## config.mk

```make
export PLATFORM = sky130hd
export DESIGN_NAME = mux_n_pipe_flat
export DESIGN_NICKNAME = d
export VERILOG_FILES = /design/src/rtl/mux_n_pipe_if.sv /design/src/rtl/mux_n_pipe.sv /design/src/flat_wrapper.sv
export SDC_FILE = /design/constraint.sdc
export NUM_CORES = 1
export LEC_CHECK = 0
export BUFFER_PORTS_ARGS = -buffer_cell sky130_fd_sc_hd__buf_2
export CAP_MARGIN = 20
export CORE_AREA = 2 2 88 90
export DETAILED_ROUTE_END_ITERATION = 10
export DIE_AREA = 0 0 90 92
export GPL_TIMING_DRIVEN = 0
export PLACE_DENSITY_LB_ADDON = 0.25
export SYNTH_ARGS = -nofsm -noshare
export SYNTH_HDL_FRONTEND = slang
export SYNTH_SLANG_ARGS = --single-unit
```

## constraint.sdc

```tcl
create_clock -name clk -period 5 [get_ports clk]
set_clock_uncertainty 0.1 [all_clocks]
set_input_delay 0.5 -clock clk [delete_from_list [all_inputs] [get_ports clk]]
set_output_delay 0.5 -clock clk [all_outputs]
set_load 0.03 [all_outputs]
```

## src/rtl/mux_n_pipe_if.sv

```systemverilog
// Handshake bundle for the pipelined N:1 selector: upstream offer, downstream drain,
// flush and the sticky select-error flag.
interface mux_n_pipe_if #(
  parameter int unsigned WIDTH  = 32,
  parameter int unsigned NUM_IN = 4,
  parameter int unsigned SEL_W  = $clog2(NUM_IN)
) ();
  logic [NUM_IN*WIDTH-1:0] in_data;
  logic [SEL_W-1:0]        sel;
  logic                    in_valid;
  logic                    in_ready;
  logic [WIDTH-1:0]        out_data;
  logic                    out_valid;
  logic                    out_ready;
  logic                    flush;
  logic                    sel_err;

  modport master (
    output in_data, sel, in_valid, out_ready, flush,
    input  in_ready, out_data, out_valid, sel_err
  );

  modport slave (
    input  in_data, sel, in_valid, out_ready, flush,
    output in_ready, out_data, out_valid, sel_err
  );
endinterface

```

## src/rtl/mux_n_pipe.sv

```systemverilog
// Registered N:1 operand selector with a two-entry skid buffer so in_ready is a flop
// and there is no combinational path from out_ready back to in_ready.
module mux_n_pipe #(
  parameter int unsigned      WIDTH       = 32,
  parameter int unsigned      NUM_IN      = 4,
  parameter int unsigned      SEL_W       = $clog2(NUM_IN),
  parameter logic [WIDTH-1:0] DEFAULT_VAL = '0
) (
  input logic          clk,
  input logic          reset,
  mux_n_pipe_if.slave  bus
);

  localparam logic [1:0] StEmpty = 2'd0;
  localparam logic [1:0] StOne   = 2'd1;
  localparam logic [1:0] StTwo   = 2'd2;

  logic [1:0]       state_q, state_d;
  logic [WIDTH-1:0] out_data_q, out_data_d;
  logic [WIDTH-1:0] skid_q, skid_d;
  logic             sel_err_q, sel_err_d;
  logic             out_valid_q, out_valid_d;
  logic             in_ready_q, in_ready_d;

  logic [SEL_W-1:0] sel_w;
  logic [31:0]      sel_ext;
  logic [WIDTH-1:0] sel_val;
  logic             sel_bad;
  logic             accept;
  logic             xfer;

  assign sel_w   = bus.sel;
  assign sel_ext = 32'(sel_w);

  always_comb begin
    sel_val = DEFAULT_VAL;
    sel_bad = (sel_ext >= NUM_IN);
    for (int unsigned i = 0; i < NUM_IN; i++) begin
      if (sel_ext == i) sel_val = bus.in_data[i*WIDTH +: WIDTH];
    end
  end

  always_comb begin
    state_d    = state_q;
    out_data_d = out_data_q;
    skid_d     = skid_q;
    accept     = bus.in_valid & in_ready_q;
    xfer       = out_valid_q & bus.out_ready;
    // An accepted bad select is flagged even if the word is flushed away.
    sel_err_d  = sel_err_q | (accept & sel_bad);

    unique case (state_q)
      StEmpty: begin
        if (accept) begin
          out_data_d = sel_val;
          state_d    = StOne;
        end
      end
      StOne: begin
        if (accept && xfer) begin
          out_data_d = sel_val;
        end else if (accept) begin
          skid_d  = sel_val;
          state_d = StTwo;
        end else if (xfer) begin
          state_d = StEmpty;
        end
      end
      StTwo: begin
        if (xfer) begin
          out_data_d = skid_q;
          state_d    = StOne;
        end
      end
      default: state_d = StEmpty;
    endcase

    // Flush only empties the pipe; data registers keep their contents.
    if (bus.flush) begin
      state_d    = StEmpty;
      out_data_d = out_data_q;
      skid_d     = skid_q;
    end

    out_valid_d = (state_d != StEmpty);
    in_ready_d  = (state_d != StTwo);
  end

  always_ff @(posedge clk or posedge reset) begin
    if (reset) begin
      state_q     <= StEmpty;
      out_data_q  <= '0;
      skid_q      <= '0;
      sel_err_q   <= 1'b0;
      out_valid_q <= 1'b0;
      in_ready_q  <= 1'b1;
    end else begin
      state_q     <= state_d;
      out_data_q  <= out_data_d;
      skid_q      <= skid_d;
      sel_err_q   <= sel_err_d;
      out_valid_q <= out_valid_d;
      in_ready_q  <= in_ready_d;
    end
  end

  assign bus.out_data  = out_data_q;
  assign bus.out_valid = out_valid_q;
  assign bus.in_ready  = in_ready_q;
  assign bus.sel_err   = sel_err_q;

endmodule

```

## src/flat_wrapper.sv

```systemverilog
// flat-port wrapper written by rule: the top's interface ports become plain ports
module mux_n_pipe_flat 
#(
  parameter int unsigned      WIDTH       = 32,
  parameter int unsigned      NUM_IN      = 4,
  parameter int unsigned      SEL_W       = $clog2(NUM_IN),
  parameter logic [WIDTH-1:0] DEFAULT_VAL = '0
)
  (clk, reset, bus_in_data, bus_sel, bus_in_valid, bus_out_ready, bus_flush, bus_in_ready, bus_out_data, bus_out_valid, bus_sel_err);
  mux_n_pipe_if #(.WIDTH(WIDTH), .NUM_IN(NUM_IN), .SEL_W(SEL_W)) bus_i ();
  input logic clk;
  input logic reset;
  input wire logic [$bits(bus_i.in_data)-1:0] bus_in_data;
  input wire logic [$bits(bus_i.sel)-1:0] bus_sel;
  input wire logic [$bits(bus_i.in_valid)-1:0] bus_in_valid;
  input wire logic [$bits(bus_i.out_ready)-1:0] bus_out_ready;
  input wire logic [$bits(bus_i.flush)-1:0] bus_flush;
  output wire logic [$bits(bus_i.in_ready)-1:0] bus_in_ready;
  output wire logic [$bits(bus_i.out_data)-1:0] bus_out_data;
  output wire logic [$bits(bus_i.out_valid)-1:0] bus_out_valid;
  output wire logic [$bits(bus_i.sel_err)-1:0] bus_sel_err;
  assign bus_i.in_data = bus_in_data;
  assign bus_i.sel = bus_sel;
  assign bus_i.in_valid = bus_in_valid;
  assign bus_i.out_ready = bus_out_ready;
  assign bus_i.flush = bus_flush;
  assign bus_in_ready = bus_i.in_ready;
  assign bus_out_data = bus_i.out_data;
  assign bus_out_valid = bus_i.out_valid;
  assign bus_sel_err = bus_i.sel_err;
  mux_n_pipe #(.WIDTH(WIDTH), .NUM_IN(NUM_IN), .SEL_W(SEL_W), .DEFAULT_VAL(DEFAULT_VAL)) u_core (.clk(clk), .reset(reset), .bus(bus_i));
endmodule
```

==> results.md <==
- Fmax: 484 MHz
- Logic pwr share: 34.6%
- Flops & latches, synth: 68
- CTS Hold Buffers Added: 0
- Reg power frac: 42.9%
- WL final: 9.33 mm
- Synthesis-to-finish area growth: 32.2%
- M2 GR Usage: 40.4%
- Critical path endpoint category: flop
- Mapped Cells: 308
- Root buffer cell: clkbuf_8
- Least-Margin Pin Slew: 827 ps
- Setup Viol. Count Final: 0
- Met3 global-route usage: 4.52%
- Buffers on Ports: 167
- Fin worst setup slack: 2930 ps
- N_diodes: 0
- Switching share of power: 35.6%
- GRT overflow: 0
- CP max FO: 10
- Asr flop ratio synth: 100%
- 1st-pass router iterations: 4
- Synthesized cell area: 3620 sq um
- Main synth FF type: dfrtp_1
- Hold WC Path Type: in -> async
- Fin Hold WS: 224 ps
- Setup bufs post-CTS: 0
- Vias per cell: 5.31
- Count leader, synth: nand2_1
- Met1 usage: 28.5%
- Final min period: 2070 ps
- H-tree depth: 3
- P_leak: 2.25 nW
- Routed WL per cell: 15.7 microns
- Post-route setup TNS: 0 ps
- # DRC: 0
- Post-synth top area cell: dfrtp_1
- Core Area: 7450 sq um
- Boundary Pins: 170
- Number of global-route vias before repair: 3164
- Post-synth EDFFs: 0
- FF-to-FF Start: u_core.state_q[0]
- GR peak layer: met2
- RSZ-0062 raised after global routing: false
- Initial Utilization: 48.6%
- Clock tree from TritonCTS: built
- Dpl ws: 2830 ps
- GRT Overall Usage: 23.2%
- Largest net degree at the start of global routing: 69
- Clk_lat worst skew: 340 ps
- Die Footprint: 8280 sq um
- Crit start category: flop
- R2R Path End: u_core.bus.out_data[22]
- Initial antenna violation count: 0
- Status: completed
- Vias post-DR: 3150
- DIE HEIGHT: 92 microns
- Syn Nets: 443
- Yosys warns: 0
- Slew Limit Headroom: 44.8%
- Post-synthesis sequential area ratio: 47.0%
- Total power: 2.03 mW
- Nets: 621
- Synth cell count leaders: nand2_1, dfrtp_1
- First-pass GRT wire length: 15.0 mm
- Layout cells sized above 1: 53.8%
- Crit path DAT: 2180 ps
- Worst vdd ir: 0.183 mV
- Syn avg cell area: 11.8 sq um
- Synth area leaders: dfrtp_1, mux4_2, mux2_2
- Core Rows: 32
- Slew Viols, Final: 0
- Synth cell types: 26
- CTS buffer count: 9
- DRT antenna net count: 0
- GPL Wtd Cong: 0.747
- PwrDens: 424 nW/um^2
- R2R setup slack: 2930 ps
- Reg2Reg Depth: 5
- Post-route insts no fill: 593
- Synth top area share: 46.3%
- Post-DP HPWL: 6.99 mm
- Clock transition at the registers of the reported paths: 80 ps
- Critical path type: reg -> reg
- Int Pwr: 1.31 mW
- DR iter-0 viols: 104
- Clock Tree Buf Depth: 2
- Storage cell area: 1700 sq um
- Area of the multi-input gates: 1780 sq um
- Crit path required time: 5110 ps
- Resized Gates After CTS: 0
- Die W: 90 microns
- Max cap viols: 0
- Final hold violations: 0
- Fill cells: 615
- Final cycle utilization of the critical path: 41.3%
- Switch Pwr: 0.723 mW
- Placed Instances: 577
- TritonCTS Sinks: 68
- Clk pwr share: 22.6%
==> critical path, stage by stage, from the launching register on <==
cell      delay, ps
dfrtp_1         440
nand2b_1        170
buf_2           180
a221oi_4        550
buf_2           350
a31oi_1         120
==> per-layer routing <==
metal | up-vias | routed length, microns | part of all wire [%]
li1 | 1475 | - | -
met1 | 1529 | 3830 | 41
met2 | 131 | 4720 | 51
met3 | 15 | 640 | 6.9
met4 | 0 | 142 | 1.5
met5 | - | 0 | 0
==> worst max path at each step <==
stage                     cells past startpoint               from  slack [ps]                       to
after floorplan                               1              reset        2690   u_core.bus.out_data[0]
after global placement                        2              reset        1870        u_core.state_q[0]
after detailed placement                      4         bus_sel[0]        2830         u_core.skid_q[4]
after CTS                                     5  u_core.state_q[0]        2920  u_core.bus.out_data[12]
after global routing                          5  u_core.state_q[0]        2810  u_core.bus.out_data[21]
final                                         5  u_core.state_q[0]        2930  u_core.bus.out_data[22]
==> cell families after synthesis <==
family	share of synthesized area, %
other	0.104
multiplexers	29.9
AO/OA/AOI/OAI	7.43
buffers and inverters	3.84
flip-flops	47.0
AND/OR/NAND/NOR	11.7
==> cells in the final DEF, fill, tap and decap left out <==
cell	n
nand2_1	68
nand2b_1	1
buf_6	3
buf_4	1
a31oi_1	32
o21ai_0	1
inv_4	1
dfstp_2	1
inv_1	1
clkbuf_1	9
a21o_1	1
conb_1	1
buf_2	176
nor2_1	32
mux2_2	32
nand4_1	1
nor2b_1	1
nand3b_1	1
buf_1	3
mux4_2	32
or2_1	1
nand3_1	2
a21oi_1	4
nor3b_1	1
bufinv_16	1
clkinv_4	1
dfrtp_1	67
clkbuf_8	10
o21ba_2	1
clkinvlp_4	2
a221oi_4	1
clkinv_2	2
==> through the flow <==
step	instance area (sq um)	utilization (%)
finish	4790	64.3
detailed placement	4590	61.6
floorplan	3620	-
global route	4790	64.3
CTS	4790	64.3
global placement	4580	61.6
==> state kept, by name, summed over array words and instances, names as in the netlist <==
signal	count
u_core.bus.out_data	32
u_core.skid_q	32
u_core.state_q	2
u_core.bus.in_ready	1
u_core.bus.out_valid	1
==> final cells by class <==
class,count,area share [%]
multi-input cells,213,37.2
flip-flops and latches,68,35.6
repair buffers,167,17.5
clock buffers,10,2.87
plain buffers,25,2.74
well taps,102,2.67
clock inverters,6,1.33
inverters,2,0.209
==> power by group through the flow <==
stage	Combinational, mW	Clock (mW)	Sequential [mW]
2_1_floorplan	0.316	0	1.04
3_3_place_gp	0.691	0	0.864
3_5_place_dp	0.710	0	0.878
4_1_cts	0.711	0.461	0.867
5_1_grt	0.763	0.488	0.895
6_report	0.702	0.458	0.870
(Power assumes the default switching activity.)
